`src/rtl/dmem_port_arbiter_pkg.sv`:
```
// Shared definitions for the data-memory port arbiter: port indices, priority
// encoding, response tag layout and the "read = empty write mask" convention.
package dmem_port_arbiter_pkg;

    localparam int   NUM_PORTS = 2;
    localparam int   WE_WIDTH  = 4;
    localparam logic PORT_CPU  = 1'b0;
    localparam logic PORT_DMA  = 1'b1;

    typedef enum logic {
        PRI_CPU = 1'b0,
        PRI_DMA = 1'b1
    } pri_t;

    typedef struct packed {
        logic pending;
        logic owner;
        logic is_read;
    } rsp_tag_t;

    // An access with no byte lanes enabled is a read.
    function automatic logic is_read(input logic [WE_WIDTH-1:0] we);
        return (we == '0);
    endfunction

endpackage

```
`src/rtl/dmem_port_arbiter_if.sv`:
```
// One requester's view of the shared data-memory port: request handshake
// plus the one-cycle-delayed response.
interface dmem_port_arbiter_if
    import dmem_port_arbiter_pkg::*;
#(
    parameter int ADDR_WIDTH = 14,
    parameter int DATA_WIDTH = 32
);
    logic                  valid;
    logic                  ready;
    logic [ADDR_WIDTH-1:0] addr;
    logic [WE_WIDTH-1:0]   we;
    logic [DATA_WIDTH-1:0] wdata;
    logic                  rsp_valid;
    logic [DATA_WIDTH-1:0] rdata;

    modport master (
        output valid, addr, we, wdata,
        input  ready, rsp_valid, rdata
    );

    modport slave (
        input  valid, addr, we, wdata,
        output ready, rsp_valid, rdata
    );
endinterface

```
`src/rtl/dmem_port_arbiter_rr_wait_counter.sv`:
```
// Saturating count of consecutive blocked cycles for the low-priority port;
// once it reaches MAX_WAIT that port takes priority for the next grant.
module rr_wait_counter
    import dmem_port_arbiter_pkg::*;
#(
    parameter int MAX_WAIT = 4
) (
    input  logic       clk,
    input  logic       rst,
    input  logic       req_valid,
    input  logic       req_grant,
    output pri_t       pri,
    output logic [3:0] wait_cnt
);
    localparam logic [3:0] MAX_CNT = 4'(MAX_WAIT);

    always_ff @(posedge clk or posedge rst) begin
        if (rst) begin
            wait_cnt <= '0;
        end else if (!req_valid || req_grant) begin
            wait_cnt <= '0;
        end else if (wait_cnt != MAX_CNT) begin
            wait_cnt <= wait_cnt + 4'd1;
        end
    end

    // Decoded from the registered count, so grant logic never loops back on itself.
    assign pri = (wait_cnt == MAX_CNT) ? PRI_DMA : PRI_CPU;

endmodule

```
`src/rtl/dmem_port_arbiter.sv`:
```
// Shares one byte-write-enabled BRAM port between the CPU memory stage and the
// DMA loader; fixed CPU priority with a bounded-wait override for DMA.
module dmem_port_arbiter
    import dmem_port_arbiter_pkg::*;
#(
    parameter int ADDR_WIDTH = 14,
    parameter int DATA_WIDTH = 32,
    parameter int MAX_WAIT   = 4
) (
    input  logic                  clk,
    input  logic                  rst,
    dmem_port_arbiter_if.slave    cpu,
    dmem_port_arbiter_if.slave    dma,
    output logic                  mem_en,
    output logic [WE_WIDTH-1:0]   mem_we,
    output logic [ADDR_WIDTH-1:0] mem_addr,
    output logic [DATA_WIDTH-1:0] mem_din,
    input  logic [DATA_WIDTH-1:0] mem_dout
);
    logic [NUM_PORTS-1:0]  req_valid;
    logic [NUM_PORTS-1:0]  grant;
    logic [ADDR_WIDTH-1:0] req_addr  [NUM_PORTS];
    logic [WE_WIDTH-1:0]   req_we    [NUM_PORTS];
    logic [DATA_WIDTH-1:0] req_wdata [NUM_PORTS];
    logic [NUM_PORTS-1:0]  rsp_valid;
    logic [DATA_WIDTH-1:0] rsp_rdata [NUM_PORTS];
    pri_t                  pri;
    logic [3:0]            wait_cnt;
    rsp_tag_t              tag_reg;

    assign req_valid[PORT_CPU] = cpu.valid;
    assign req_addr[PORT_CPU]  = cpu.addr;
    assign req_we[PORT_CPU]    = cpu.we;
    assign req_wdata[PORT_CPU] = cpu.wdata;
    assign req_valid[PORT_DMA] = dma.valid;
    assign req_addr[PORT_DMA]  = dma.addr;
    assign req_we[PORT_DMA]    = dma.we;
    assign req_wdata[PORT_DMA] = dma.wdata;

    rr_wait_counter #(
        .MAX_WAIT (MAX_WAIT)
    ) u_wait_counter (
        .clk       (clk),
        .rst       (rst),
        .req_valid (req_valid[PORT_DMA]),
        .req_grant (grant[PORT_DMA]),
        .pri       (pri),
        .wait_cnt  (wait_cnt)
    );

    // A lone requester always wins; contention goes to the priority holder.
    assign grant[PORT_CPU] = req_valid[PORT_CPU] && (!req_valid[PORT_DMA] || pri == PRI_CPU);
    assign grant[PORT_DMA] = req_valid[PORT_DMA] && (!req_valid[PORT_CPU] || pri == PRI_DMA);

    assign cpu.ready = grant[PORT_CPU];
    assign dma.ready = grant[PORT_DMA];

    always_comb begin
        mem_en   = 1'b0;
        mem_we   = '0;
        mem_addr = '0;
        mem_din  = '0;
        if (grant[PORT_CPU]) begin
            mem_en   = 1'b1;
            mem_we   = req_we[PORT_CPU];
            mem_addr = req_addr[PORT_CPU];
            mem_din  = req_wdata[PORT_CPU];
        end else if (grant[PORT_DMA]) begin
            mem_en   = 1'b1;
            mem_we   = req_we[PORT_DMA];
            mem_addr = req_addr[PORT_DMA];
            mem_din  = req_wdata[PORT_DMA];
        end
    end

    // Overwritten every cycle: the BRAM answers exactly one cycle after issue.
    always_ff @(posedge clk or posedge rst) begin
        if (rst) begin
            tag_reg <= '0;
        end else begin
            tag_reg.pending <= |grant;
            tag_reg.owner   <= grant[PORT_DMA] ? PORT_DMA : PORT_CPU;
            tag_reg.is_read <= is_read(mem_we);
        end
    end

    genvar gi;
    generate
        for (gi = 0; gi < NUM_PORTS; gi++) begin : g_rsp
            assign rsp_valid[gi] = tag_reg.pending && (tag_reg.owner == 1'(gi));
            assign rsp_rdata[gi] = (rsp_valid[gi] && tag_reg.is_read) ? mem_dout : '0;
        end
    endgenerate

    assign cpu.rsp_valid = rsp_valid[PORT_CPU];
    assign cpu.rdata     = rsp_rdata[PORT_CPU];
    assign dma.rsp_valid = rsp_valid[PORT_DMA];
    assign dma.rdata     = rsp_rdata[PORT_DMA];

endmodule
```
`src/flat_wrapper.sv`:
```
// flat-port wrapper written by rule: the top's interface ports become plain ports
module dmem_port_arbiter_flat import dmem_port_arbiter_pkg::*;
#(
    parameter int ADDR_WIDTH = 14,
    parameter int DATA_WIDTH = 32,
    parameter int MAX_WAIT   = 4
)
  (clk, rst, mem_en, mem_we, mem_addr, mem_din, mem_dout, cpu_valid, cpu_addr, cpu_we, cpu_wdata, cpu_ready, cpu_rsp_valid, cpu_rdata, dma_valid, dma_addr, dma_we, dma_wdata, dma_ready, dma_rsp_valid, dma_rdata);
  dmem_port_arbiter_if #(.ADDR_WIDTH(ADDR_WIDTH), .DATA_WIDTH(DATA_WIDTH)) cpu_i ();
  dmem_port_arbiter_if #(.ADDR_WIDTH(ADDR_WIDTH), .DATA_WIDTH(DATA_WIDTH)) dma_i ();
  input  logic clk;
  input  logic rst;
  output logic mem_en;
  output logic [WE_WIDTH-1:0] mem_we;
  output logic [ADDR_WIDTH-1:0] mem_addr;
  output logic [DATA_WIDTH-1:0] mem_din;
  input  logic [DATA_WIDTH-1:0] mem_dout;
  input wire logic [$bits(cpu_i.valid)-1:0] cpu_valid;
  input wire logic [$bits(cpu_i.addr)-1:0] cpu_addr;
  input wire logic [$bits(cpu_i.we)-1:0] cpu_we;
  input wire logic [$bits(cpu_i.wdata)-1:0] cpu_wdata;
  output wire logic [$bits(cpu_i.ready)-1:0] cpu_ready;
  output wire logic [$bits(cpu_i.rsp_valid)-1:0] cpu_rsp_valid;
  output wire logic [$bits(cpu_i.rdata)-1:0] cpu_rdata;
  input wire logic [$bits(dma_i.valid)-1:0] dma_valid;
  input wire logic [$bits(dma_i.addr)-1:0] dma_addr;
  input wire logic [$bits(dma_i.we)-1:0] dma_we;
  input wire logic [$bits(dma_i.wdata)-1:0] dma_wdata;
  output wire logic [$bits(dma_i.ready)-1:0] dma_ready;
  output wire logic [$bits(dma_i.rsp_valid)-1:0] dma_rsp_valid;
  output wire logic [$bits(dma_i.rdata)-1:0] dma_rdata;
  assign cpu_i.valid = cpu_valid;
  assign cpu_i.addr = cpu_addr;
  assign cpu_i.we = cpu_we;
  assign cpu_i.wdata = cpu_wdata;
  assign cpu_ready = cpu_i.ready;
  assign cpu_rsp_valid = cpu_i.rsp_valid;
  assign cpu_rdata = cpu_i.rdata;
  assign dma_i.valid = dma_valid;
  assign dma_i.addr = dma_addr;
  assign dma_i.we = dma_we;
  assign dma_i.wdata = dma_wdata;
  assign dma_ready = dma_i.ready;
  assign dma_rsp_valid = dma_i.rsp_valid;
  assign dma_rdata = dma_i.rdata;
  dmem_port_arbiter #(.ADDR_WIDTH(ADDR_WIDTH), .DATA_WIDTH(DATA_WIDTH), .MAX_WAIT(MAX_WAIT)) u_core (.clk(clk), .rst(rst), .cpu(cpu_i), .dma(dma_i), .mem_en(mem_en), .mem_we(mem_we), .mem_addr(mem_addr), .mem_din(mem_din), .mem_dout(mem_dout));
endmodule
```
`config.mk`:
```
export PLATFORM = sky130hd
export DESIGN_NAME = dmem_port_arbiter_flat
export DESIGN_NICKNAME = d
export VERILOG_FILES = /design/src/rtl/dmem_port_arbiter_pkg.sv /design/src/rtl/dmem_port_arbiter_if.sv /design/src/rtl/dmem_port_arbiter_rr_wait_counter.sv /design/src/rtl/dmem_port_arbiter.sv /design/src/flat_wrapper.sv
export SDC_FILE = /design/constraint.sdc
export NUM_CORES = 1
export LEC_CHECK = 0
export CAP_MARGIN = 20
export CORE_AREA = 4 4 96 98
export DETAILED_ROUTE_END_ITERATION = 10
export DIE_AREA = 0 0 100 102
export PLACE_DENSITY = 0.72
export SYNTH_ARGS = -nofsm -noshare
export SYNTH_HDL_FRONTEND = slang
export SYNTH_SLANG_ARGS = --single-unit
```
`constraint.sdc`:
```
create_clock -name clk -period 1.7 [get_ports clk]
set_clock_uncertainty 0.1 [all_clocks]
set_input_delay 0.17 -clock clk [delete_from_list [all_inputs] [get_ports clk]]
set_output_delay 0.17 -clock clk [all_outputs]
set_load 0.02 [all_outputs]
```
Word-level counts from Yosys, hierarchy flattened:

Index checks and enable logic that the tools add are counted.

* $add $sub $neg: 1
* multipliers: 0
* divide/modulo/power cells: 0
* $lt $le $gt $ge: 0
* eq/ne operators: 2
* shift-type cells: 0
* mux-type cells: 13
* bitwise operators: 2
* reductions and logical operators: 14

Operators by type and width (count)
* $mux W32: 4
* $mux W14: 2
* $mux W4: 4
* $logic_and A1 B1 Y1: 6
* $add A4 B1 Y4 const B: 1
* $eq A4 B3 Y1 const B: 1
* $logic_not A4 Y1: 1
* $ne A4 B3 Y1 const B: 1
* $logic_or A1 B1 Y1: 3
* $mux W1: 3
* $logic_not A1 Y1: 2
* $not A1 Y1: 2
* $reduce_bool A2 Y1: 1
* $reduce_or A2 Y1: 1

* flip-flop bits (word level): 7
* latch bits: 0
* memory bits (writable): 0
* ROM bits: 0
* output and inout port bits: 119
* memories kept: 0

Logic depth before layout (Yosys ltp):

Gate-level depths: netlist of run 1.

* depth in word-level cells: 7
* depth in mapped cells: 7

Hierarchy:

A second synthesis of run 1 with hierarchy kept.

* cell total of the unflattened synthesis: 176
* area, all modules: 1475.2 µm²

Modules (own cells, without submodules)
* dmem_port_arbiter: instances 1, cells an instance 152, area each 1219.9 µm², seq. area each 75.1 µm²
* rr_wait_counter: instances 1, cells an instance 24, area each 255.2 µm², seq. area each 100.1 µm²

Least setup slack after synthesis of run 1:

OpenSTA, ideal clock, no wires.

* path type: reg-to-output
* from: register u_core.u_wait_counter.wait_cnt[0]
* to: output port mem_addr[0]
* arrival time: 1.460 ns
* required time: 1.430 ns
* setup slack: -0.030 ns
* stages on the path, launching flop included: 7
* path buffers: 1
* cells stage by stage: dfrtp_1 -> inv_1 -> ha_1 -> nand3b_1 -> a21oi_2 -> buf_2 -> a22o_1

* word-level cells in the longest chain between the ends: 6
* elaborated cells on any way between the ends: 9
* those cells by class: eq/ne: 1; mux: 3; bitwise: 1; reduce/logical: 4

RTL lines
* start: declaration: RTL line dmem_port_arbiter_rr_wait_counter.sv:13 `output logic [3:0] wait_cnt`
* start signal: assignment: RTL line dmem_port_arbiter_rr_wait_counter.sv:23 `wait_cnt <= wait_cnt + 4'd1;`
* $eq A4 B3 Y1: RTL line dmem_port_arbiter_rr_wait_counter.sv:28 `assign pri = (wait_cnt == MAX_CNT) ? PRI_DMA : PRI_CPU;`
* $mux W1: RTL line dmem_port_arbiter_rr_wait_counter.sv:28
* $logic_or A1 B1 Y1: RTL line dmem_port_arbiter.sv:53 `assign grant[PORT_DMA] = req_valid[PORT_DMA] && (!req_valid[PORT_CPU] || pri == PRI_DMA);`
* $logic_and A1 B1 Y1: RTL line dmem_port_arbiter.sv:53
* named net dma_ready: RTL line flat_wrapper.sv:29 `output wire logic [$bits(dma_i.ready)-1:0] dma_ready;`
* $mux W14: RTL line dmem_port_arbiter.sv:68 `end else if (grant[PORT_DMA]) begin`
* $mux W14: RTL line dmem_port_arbiter.sv:63 `if (grant[PORT_CPU]) begin`
* end: declaration: RTL line flat_wrapper.sv:15 `output logic [ADDR_WIDTH-1:0] mem_addr;`

The timed path passes the listed nets, and every way through them passes these cells.

Final worst setup path of run 1:

* from: register u_core.u_wait_counter.wait_cnt[1]
* to: output port mem_din[1]

* word-level cells in the longest chain between the ends: 6
* elaborated cells on any way between the ends: 9
* those cells by class: eq/ne: 1; mux: 3; bitwise: 1; reduce/logical: 4

RTL lines
* $eq A4 B3 Y1 (*): RTL line dmem_port_arbiter_rr_wait_counter.sv:28
* $mux W1 (*): RTL line dmem_port_arbiter_rr_wait_counter.sv:28
* $logic_or A1 B1 Y1 / $not A1 Y1 (equally long branches): RTL line dmem_port_arbiter.sv:53, dmem_port_arbiter.sv:52
* $logic_and A1 B1 Y1 / $logic_or A1 B1 Y1 (equally long branches): RTL line dmem_port_arbiter.sv:53, dmem_port_arbiter.sv:52
* $mux W32 / $logic_and A1 B1 Y1 (equally long branches): RTL line dmem_port_arbiter.sv:68, dmem_port_arbiter.sv:52
* $mux W32 (*): RTL line dmem_port_arbiter.sv:63
* end: declaration: RTL line flat_wrapper.sv:16 `output logic [DATA_WIDTH-1:0] mem_din;`

Every way passes the cells marked *; elsewhere a longest branch is shown, timed or not.

==> out/summary.txt, run 1 <==
First-pass DRT Iterations: 4
Final Total Pwr: 1.59 mW
Leakage: 1.99 nW
Syn Nets: 302
CTS tree: done
Clock Sink Count: 7
Power Density: 381 nW/um^2
Total CTS buffers: 3
Area Growth Syn to Fin: 221%
Cell family with most CP delay: buffers and inverters
Clock Path Buffers: 2
WL/cell: 18.3 um
Hpwl dp: 7.70 mm
Port Buffers: 254
RSZ-0062 raised after global routing: true
Starting Density: 0.154
#FFs+latches synth: 7
Crit. End Element: output port
Mux cell area share after synthesis: 0
IO Count: 255
Critical path data arrival time: 1890 ps
Post-Route WL: 9.86 mm
DRT iter0 DRCs: 28
Max reg flops: 4
Sequential share of the synthesized area: 0.135
Final min period: 2160 ps
Startpoint types: flop
Multi-input logic area: 1050 sq um
Fillers: 815
Max-slew violations: 0
DRC viols: 0
Ys async rst share: 1.00
Top FF cell, synth: dfrtp_1
CP max stage delay: 390 ps
# rows: 34
Total die area: 10200 sq um
Compound-Gate Fraction of Synth Area: 0.355
Via Count: 2351
WP data required: 1430 ps
DRT antenna net count: 0
Clk_lat worst skew: 220 ps
Cell variety after synth: 21
Max Cap Viol: 0
Synth area leaders: a22o_1 (34%), and2_1 (32%), dfrtp_1 (13%)
Max-slew headroom: 0.828
Routability Congestion: 0.822
Root Buffer: clkbuf_8
CP cell instances: inv_2 > ha_4 > nand3b_1 > buf_4 > a21oi_4 > buf_8 > clkbuf_16 > a22o_1 > buf_6
Clk slew on worst S/H paths: 40 ps
Fmax: 463 MHz
Synth area leader: a22o_1
Gr ovfl total: 0
Failing checks: negative setup slack
Post-synthesis instance area: 1300 sq um
Synth Area in Simple Gates: 0.378
Largest family of logic cells by synthesized area: simple AND/OR/NAND/NOR gates
Crit-path max FO: 6
Post-Synth Adder-Cell Area: 0.0192
Setup slack after layout: -460 ps
CTS H-Tree Depth: 1
Total track usage: 0.161
First-pass GRT wire length: 12.8 mm
Cells after Synth: 164
EDFF count, synth: 0
Slowest cell on the critical path: dfrtp_1
Hold Fails Final Rpt: 0
Core Area: 8470 sq um
Largest net degree at the start of global routing: 33
Sequential cell area: 175 sq um
Fin crit share: 1.27
Worst-Margin Slew: 258 ps
Synth top area share: 0.337
Syn. warnings: 0
Share of layout cells above drive strength 1: 0.361
Die Height: 102 um
Initial antenna violation count: 0
Final Net Count: 571
Die width: 100 um
Maximum vdd ir drop: 147 uV
Class of the worst hold path: in -> async
Critical register-to-register path startpoint: u_core.u_wait_counter.wait_cnt[1]$_DFFE_PP0P_
Vias in the first global route: 2362
Crit path from: u_core.u_wait_counter.wait_cnt[1]$_DFFE_PP0P_
Diodes inserted: 0
Dpl cells: 521
Vias/cell: 4.35
WP buf/inv: 5
Post-Synth XOR/XNOR Area: 0.0135
CP Class: reg -> out
Mean post-synth cell area: 7.93 sq um
Final std cells w/o fill: 540
Final setup vio count: 52
Status: complete, but fails checks
==> cell type report <==
| class | count | share of cell area |
|---|---|---|
| multi-input combinational | 136 | 0.252 |
| sequential | 7 | 0.0419 |
| inverter | 4 | 0.00359 |
| tap | 108 | 0.0323 |
| timing repair buffer | 281 | 0.659 |
| clock buffer | 4 | 0.0108 |
==> metrics by stage <==
step	hold slack [ps]	setup WS (ps)	cell area, sq um	util	setup TNS, ps
final	71.5	-460	4180	0.494	-22060
after global routing	115	-552	4180	0.494	-26700
after CTS	77.2	-436	4180	0.493	-21250
after detailed placement	315	-644	4020	0.475	-34160
after global placement	311	-589	4020	0.475	-29690
after floorplan	-127	-4.51	1300	-	-36.1
==> what timing repair did <==
item                                    in CTS  in global routing
hold buffers                                 0                  0
pin swaps                                    5                 15
setup buffers                                3                  2
cloned                                       5                  5
endpoints found under the setup margin     119                116
gates resized for setup                    434                133
==> worst register-to-register path, cell delays in order, from the launching register on <==
cell and delay (ps):
dfrtp_1 390, inv_2 80, ha_4 130, nand3b_1 110, buf_4 170, a21oi_4 190
buf_8 170, buf_6 140, a22oi_2 80
==> kinds of logic (layout without fill, tap and decap cells) <==
| group | Yosys count | in the layout |
|---|---|---|
| simple gates | 79 | 79 |
| compound gates | 53 | 53 |
| buf+inv | 21 | 289 |
| xor+xnor | 2 | 2 |
| fa+ha+maj | 2 | 2 |
| flops | 7 | 7 |
==> cell usage in the layout (no fill, tap or decap), types with 2 or more instances in the layout <==
master	instances
clkdlybuf4s50_1	135
and2_1	66
buf_6	56
a22o_1	48
buf_2	39
clkbuf_2	18
buf_4	13
dfrtp_1	7
buf_12	6
and3_1	4
buf_16	4
clkbuf_16	4
dlygate4sd2_1	4
clkbuf_8	3
inv_2	2
inv_1	2
a22o_4	2
or4_1	2
==> Yosys cell counts, types with 2 or more instances <==
cell,number
a22o_1,50
and2_1,66
and3_1,5
buf_2,5
buf_6,6
clkbuf_1,6
dfrtp_1,7
ha_1,2
inv_1,4
or4_1,2
==> path summary, 6_finish.rpt <==
path	end	slack, ps	cells after the start
setup / recovery	mem_din[1]	-460	9
hold / removal	u_core.tag_reg[2]$_DFF_PP0_	70	2
hold reg to reg	u_core.u_wait_counter.wait_cnt[3]$_DFFE_PP0P_	540	2
setup reg to reg	u_core.tag_reg[0]$_DFF_PP0_	20	8
max in group asynchronous	u_core.u_wait_counter.wait_cnt[0]$_DFFE_PP0P_	1220	2
min in group clk	u_core.u_wait_counter.wait_cnt[3]$_DFFE_PP0P_	540	2
==> where the power goes <==
group	internal, mW	switching (mW)	total (mW)	leakage, nW
Clock	0.162	0.0667	0.228	0.0228
Combinational	0.695	0.490	1.18	1.88
Sequential	0.174	0.00598	0.180	0.0901
Total	1.03	0.562	1.59	1.99
==> metal layers <==
layer,track usage,vias to the layer above,share of wire
met5,0,-,0
met4,0.0404,0,0.015
met3,0.0628,10,0.12
met2,0.319,160,0.54
met1,0.154,1050,0.32
li1,-,1131,-
(Power assumes the default switching activity.)
==> run 2: changes to the inputs <==
--- a/config.mk
+++ b/config.mk
@@ -7,8 +7,10 @@
 export LEC_CHECK = 0
 export CAP_MARGIN = 20
 export CORE_AREA = 4 4 96 98
+export CTS_CLUSTER_DIAMETER = 120
 export DETAILED_ROUTE_END_ITERATION = 10
 export DIE_AREA = 0 0 100 102
+export GPL_ROUTABILITY_DRIVEN = 0
 export PLACE_DENSITY = 0.72
 export SYNTH_ARGS = -nofsm -noshare
 export SYNTH_HDL_FRONTEND = slang
==> results of run 2 <==
No change in the layout: final DEF, timing and power equal those of run 1.
==> run 3: changes to the inputs <==
--- a/config.mk
+++ b/config.mk
@@ -10,8 +10,9 @@
 export CTS_CLUSTER_DIAMETER = 120
 export DETAILED_ROUTE_END_ITERATION = 10
 export DIE_AREA = 0 0 100 102
+export DONT_BUFFER_PORTS = 1
 export GPL_ROUTABILITY_DRIVEN = 0
-export PLACE_DENSITY = 0.72
+export PLACE_DENSITY = 0.33
 export SYNTH_ARGS = -nofsm -noshare
 export SYNTH_HDL_FRONTEND = slang
 export SYNTH_SLANG_ARGS = --single-unit
==> run 3 against run 2 <==
Against the previous run:
- the flow still finishes with violations (negative setup slack)
- clock power is 2% higher
- critical path depth is 3 lower
- highest routed layer unchanged
- sequential power hardly changed
- setup slack better by 160 ps
- global-route usage is 5.7 points lower
- flip-flop and latch count stayed put
- routed wire length is 33% lower
- first-iteration DRC count is 18% lower
- register-to-register slack better by 60 ps
- combinational power is 52% lower
- die area stayed put
==> out/summary.txt, run 3 (same netlist as run 1, synthesis figures left out) <==
Cell family with most CP delay: compound AO/OA/AOI/OAI gates (was buffers and inverters)
Clock Path Buffers: 2 (unchanged)
First-pass GRT wire length: 8.00 mm (was 12.8 mm)
Power Density: 527 nW/um^2 (was 381 nW/um^2)
Critical register-to-register path startpoint: u_core.u_wait_counter.wait_cnt[0]$_DFFE_PP0P_ (was u_core.u_wait_counter.wait_cnt[1]$_DFFE_PP0P_)
First-pass DRT Iterations: 3 (was 4)
DRT antenna net count: 0 (unchanged)
Hold Path End: u_core.u_wait_counter.wait_cnt[1]$_DFFE_PP0P_
Clock power frac: 0.237 (was 0.143)
Share of layout cells above drive strength 1: 0.429 (was 0.361)
Area Growth Syn to Fin: 42.7% (was 221%)
Total die area: 10200 sq um (unchanged)
DRC viols: 0 (unchanged)
R2R Setup Slk: 80 ps (was 20 ps)
Class of the worst hold path: in -> reg (was in -> async)
Critical path data arrival time: 1730 ps (was 1890 ps)
Met3 Wirelength: 959 um (was 1.22 mm)
Root Buffer: clkbuf_8 (unchanged)
Final setup vio count: 52 (unchanged)
Internal: 0.553 mW (was 1.03 mW)
CP cell instances: inv_2 > ha_1 > nand3b_1 > o21a_4 > buf_12 > a22o_2 (was inv_2 > ha_4 > nand3b_1 > buf_4 > a21oi_4 > buf_8 > clkbuf_16 > a22o_1 > buf_6)
CP Class: reg -> out (unchanged)
Final min period: 2000 ps (was 2160 ps)
IO Count: 255 (unchanged)
Max reg flops: 4 (unchanged)
Starting Density: 0.154 (unchanged)
M1 WL: 2.08 mm (was 3.20 mm)
DRT iter0 DRCs: 23 (was 28)
Clk slew on worst S/H paths: 40 ps (about the same)
Diodes inserted: 0 (unchanged)
Vias/cell: 4.96 (was 4.35)
CTS tree: done (unchanged)
Setup slack after layout: -297 ps (was -460 ps)
WP data required: 1430 ps (about the same)
Total track usage: 0.104 (was 0.161)
Worst flop-to-flop path endpoint: u_core.tag_reg[0]$_DFF_PP0_ (unchanged)
Via Count: 1379 (was 2351)
Die width: 100 um (unchanged)
RSZ-0062 raised after global routing: true (unchanged)
Total CTS buffers: 3 (unchanged)
WP buf/inv: 2 (was 5)
Max Cap Viol: 0 (unchanged)
CTS H-Tree Depth: 1 (unchanged)
Failing checks: negative setup slack (unchanged)
Worst-Margin Slew: 492 ps (was 258 ps)
Die Height: 102 um (unchanged)
Worst reg2reg path depth: 6 (was 8)
Largest net degree at the start of global routing: 33 (unchanged)
Final core occ: 0.219 (was 0.494)
Post-Route WL: 6.62 mm (was 9.86 mm)
Hold Fails Final Rpt: 0 (unchanged)
Initial antenna violation count: 0 (unchanged)
Leakage: 0.812 nW (was 1.99 nW)
Maximum vdd ir drop: 273 uV (was 147 uV)
Comb power frac: 0.580 (was 0.744)
WL/cell: 23.8 um (was 18.3 um)
Final Net Count: 309 (was 571)
Routed wl met2: 3.56 mm (was 5.28 mm)
Crit-path max FO: 30 (was 6)
Commonest non-fill, non-tap cell in the layout: and2_1 (was clkdlybuf4s50_1)
Highest-count cells in the layout ignoring fill and taps: and2_1 (66), a22o_2 (26), a22o_4 (23) (was clkdlybuf4s50_1 (135), and2_1 (66), buf_6 (56))
Fin crit share: 1.17 (was 1.27)
Fmax: 501 MHz (was 463 MHz)
Max-slew headroom: 0.672 (was 0.828)
# rows: 34 (unchanged)
Hpwl dp: 5.57 mm (was 7.70 mm)
Flop pwr share: 0.182 (was 0.113)
Startpoint types: flop (unchanged)
Slowest cell on the critical path: dfrtp_1 (unchanged)
Vias in the first global route: 1306 (was 2362)
Port Buffers: 0 (was 254)
Gr ovfl total: 0 (unchanged)
Max-slew violations: 0 (unchanged)
Status: complete, but fails checks (unchanged)
CP max stage delay: 380 ps (was 390 ps)
Worst slack, placed: -107 ps (was -644 ps)
WHS Path Cells: 1
Switching Share: 0.435 (was 0.353)
Top sig layer: met4 (unchanged)
Clock Sink Count: 7 (unchanged)
Clk_lat worst skew: 220 ps (about the same)
HP Start: dma_valid
NetSw: 0.426 mW (was 0.562 mW)
Core Area: 8470 sq um (unchanged)
Crit. End Element: output port (unchanged)
run 3: cell count changes in the layout (fill, tap and decap cells not counted), sizes merged:
cell           delta
clkdlybuf4s50   -135
clkbuf           -21
clkdlybuf4s15     -1
dlygate4sd2       -4
buf             -103
dlygate4sd3       +2
run 3: what timing repair did:
action / CTS / global route
endpoints found under the setup margin: 53 / 54
gates resized for setup: 62 / 14
hold buffers: 2 / 0
setup buffers: 0 / 3
hold endpoints to repair: 9 / 0
gates cloned: 0 / 2
pin swaps: 15 / 3
run 3: layer usage:
metal | track usage | vias to the layer above
met3 | 0.0437 | 2
met1 | 0.106 | 626
li1 | - | 600
met4 | 0.0124 | 0
met5 | 0 | -
met2 | 0.203 | 151
run 3: how the worst max path moves through the flow:
stage,startpoint,endpoint,cells after the start
finish,u_core.u_wait_counter.wait_cnt[0]$_DFFE_PP0P_,mem_addr[1],6
detailed placement,u_core.u_wait_counter.wait_cnt[0]$_DFFE_PP0P_,mem_addr[8],6
global route,u_core.u_wait_counter.wait_cnt[1]$_DFFE_PP0P_,mem_din[21],6
global placement,u_core.u_wait_counter.wait_cnt[0]$_DFFE_PP0P_,mem_addr[8],6
CTS,u_core.u_wait_counter.wait_cnt[0]$_DFFE_PP0P_,mem_din[21],6
floorplan,u_core.u_wait_counter.wait_cnt[0]$_DFFE_PP0P_,mem_addr[0],7
run 3: metrics by stage:
| stage | std cells | area [sq um] | power (mW) | TNS (ps) | hold slack, ps |
|---|---|---|---|---|---|
| 2_1_floorplan | 164 | 1300 | 0.587 | -36.1 | -127 |
| 3_3_place_gp | 267 | 1470 | 0.659 | -3480 | -86.1 |
| 3_5_place_dp | 267 | 1470 | 0.662 | -4110 | -87.7 |
| 4_1_cts | 273 | 1770 | 0.965 | -15140 | 12.2 |
| 5_1_grt | 278 | 1860 | 1.03 | -19170 | 20.8 |
| 6_report | 278 | 1860 | 0.979 | -13600 | 14.4 |
run 3: power groups by stage:
stage	Sequential [mW]	Combinational [mW]	Clock (mW)
global placement	0.180	0.478	0
global route	0.179	0.595	0.253
floorplan	0.180	0.408	0
CTS	0.178	0.550	0.236
finish	0.178	0.568	0.232
detailed placement	0.180	0.481	0
run 3: final cells by class:
cell class	count	area, sq um
inverters	4	15.0
multi-input cells	136	1240
fillers	936	6610
well taps	108	135
flip-flops and latches	7	175
clock buffers	4	45.0
repair buffers	19	241
run 3: worst register-to-register path: stages (launching register included):
cell      delay, ps
dfrtp_1         380
inv_2            60
ha_1            130
nand3b_1        160
o21a_4          270
buf_12          160
a22oi_1         250
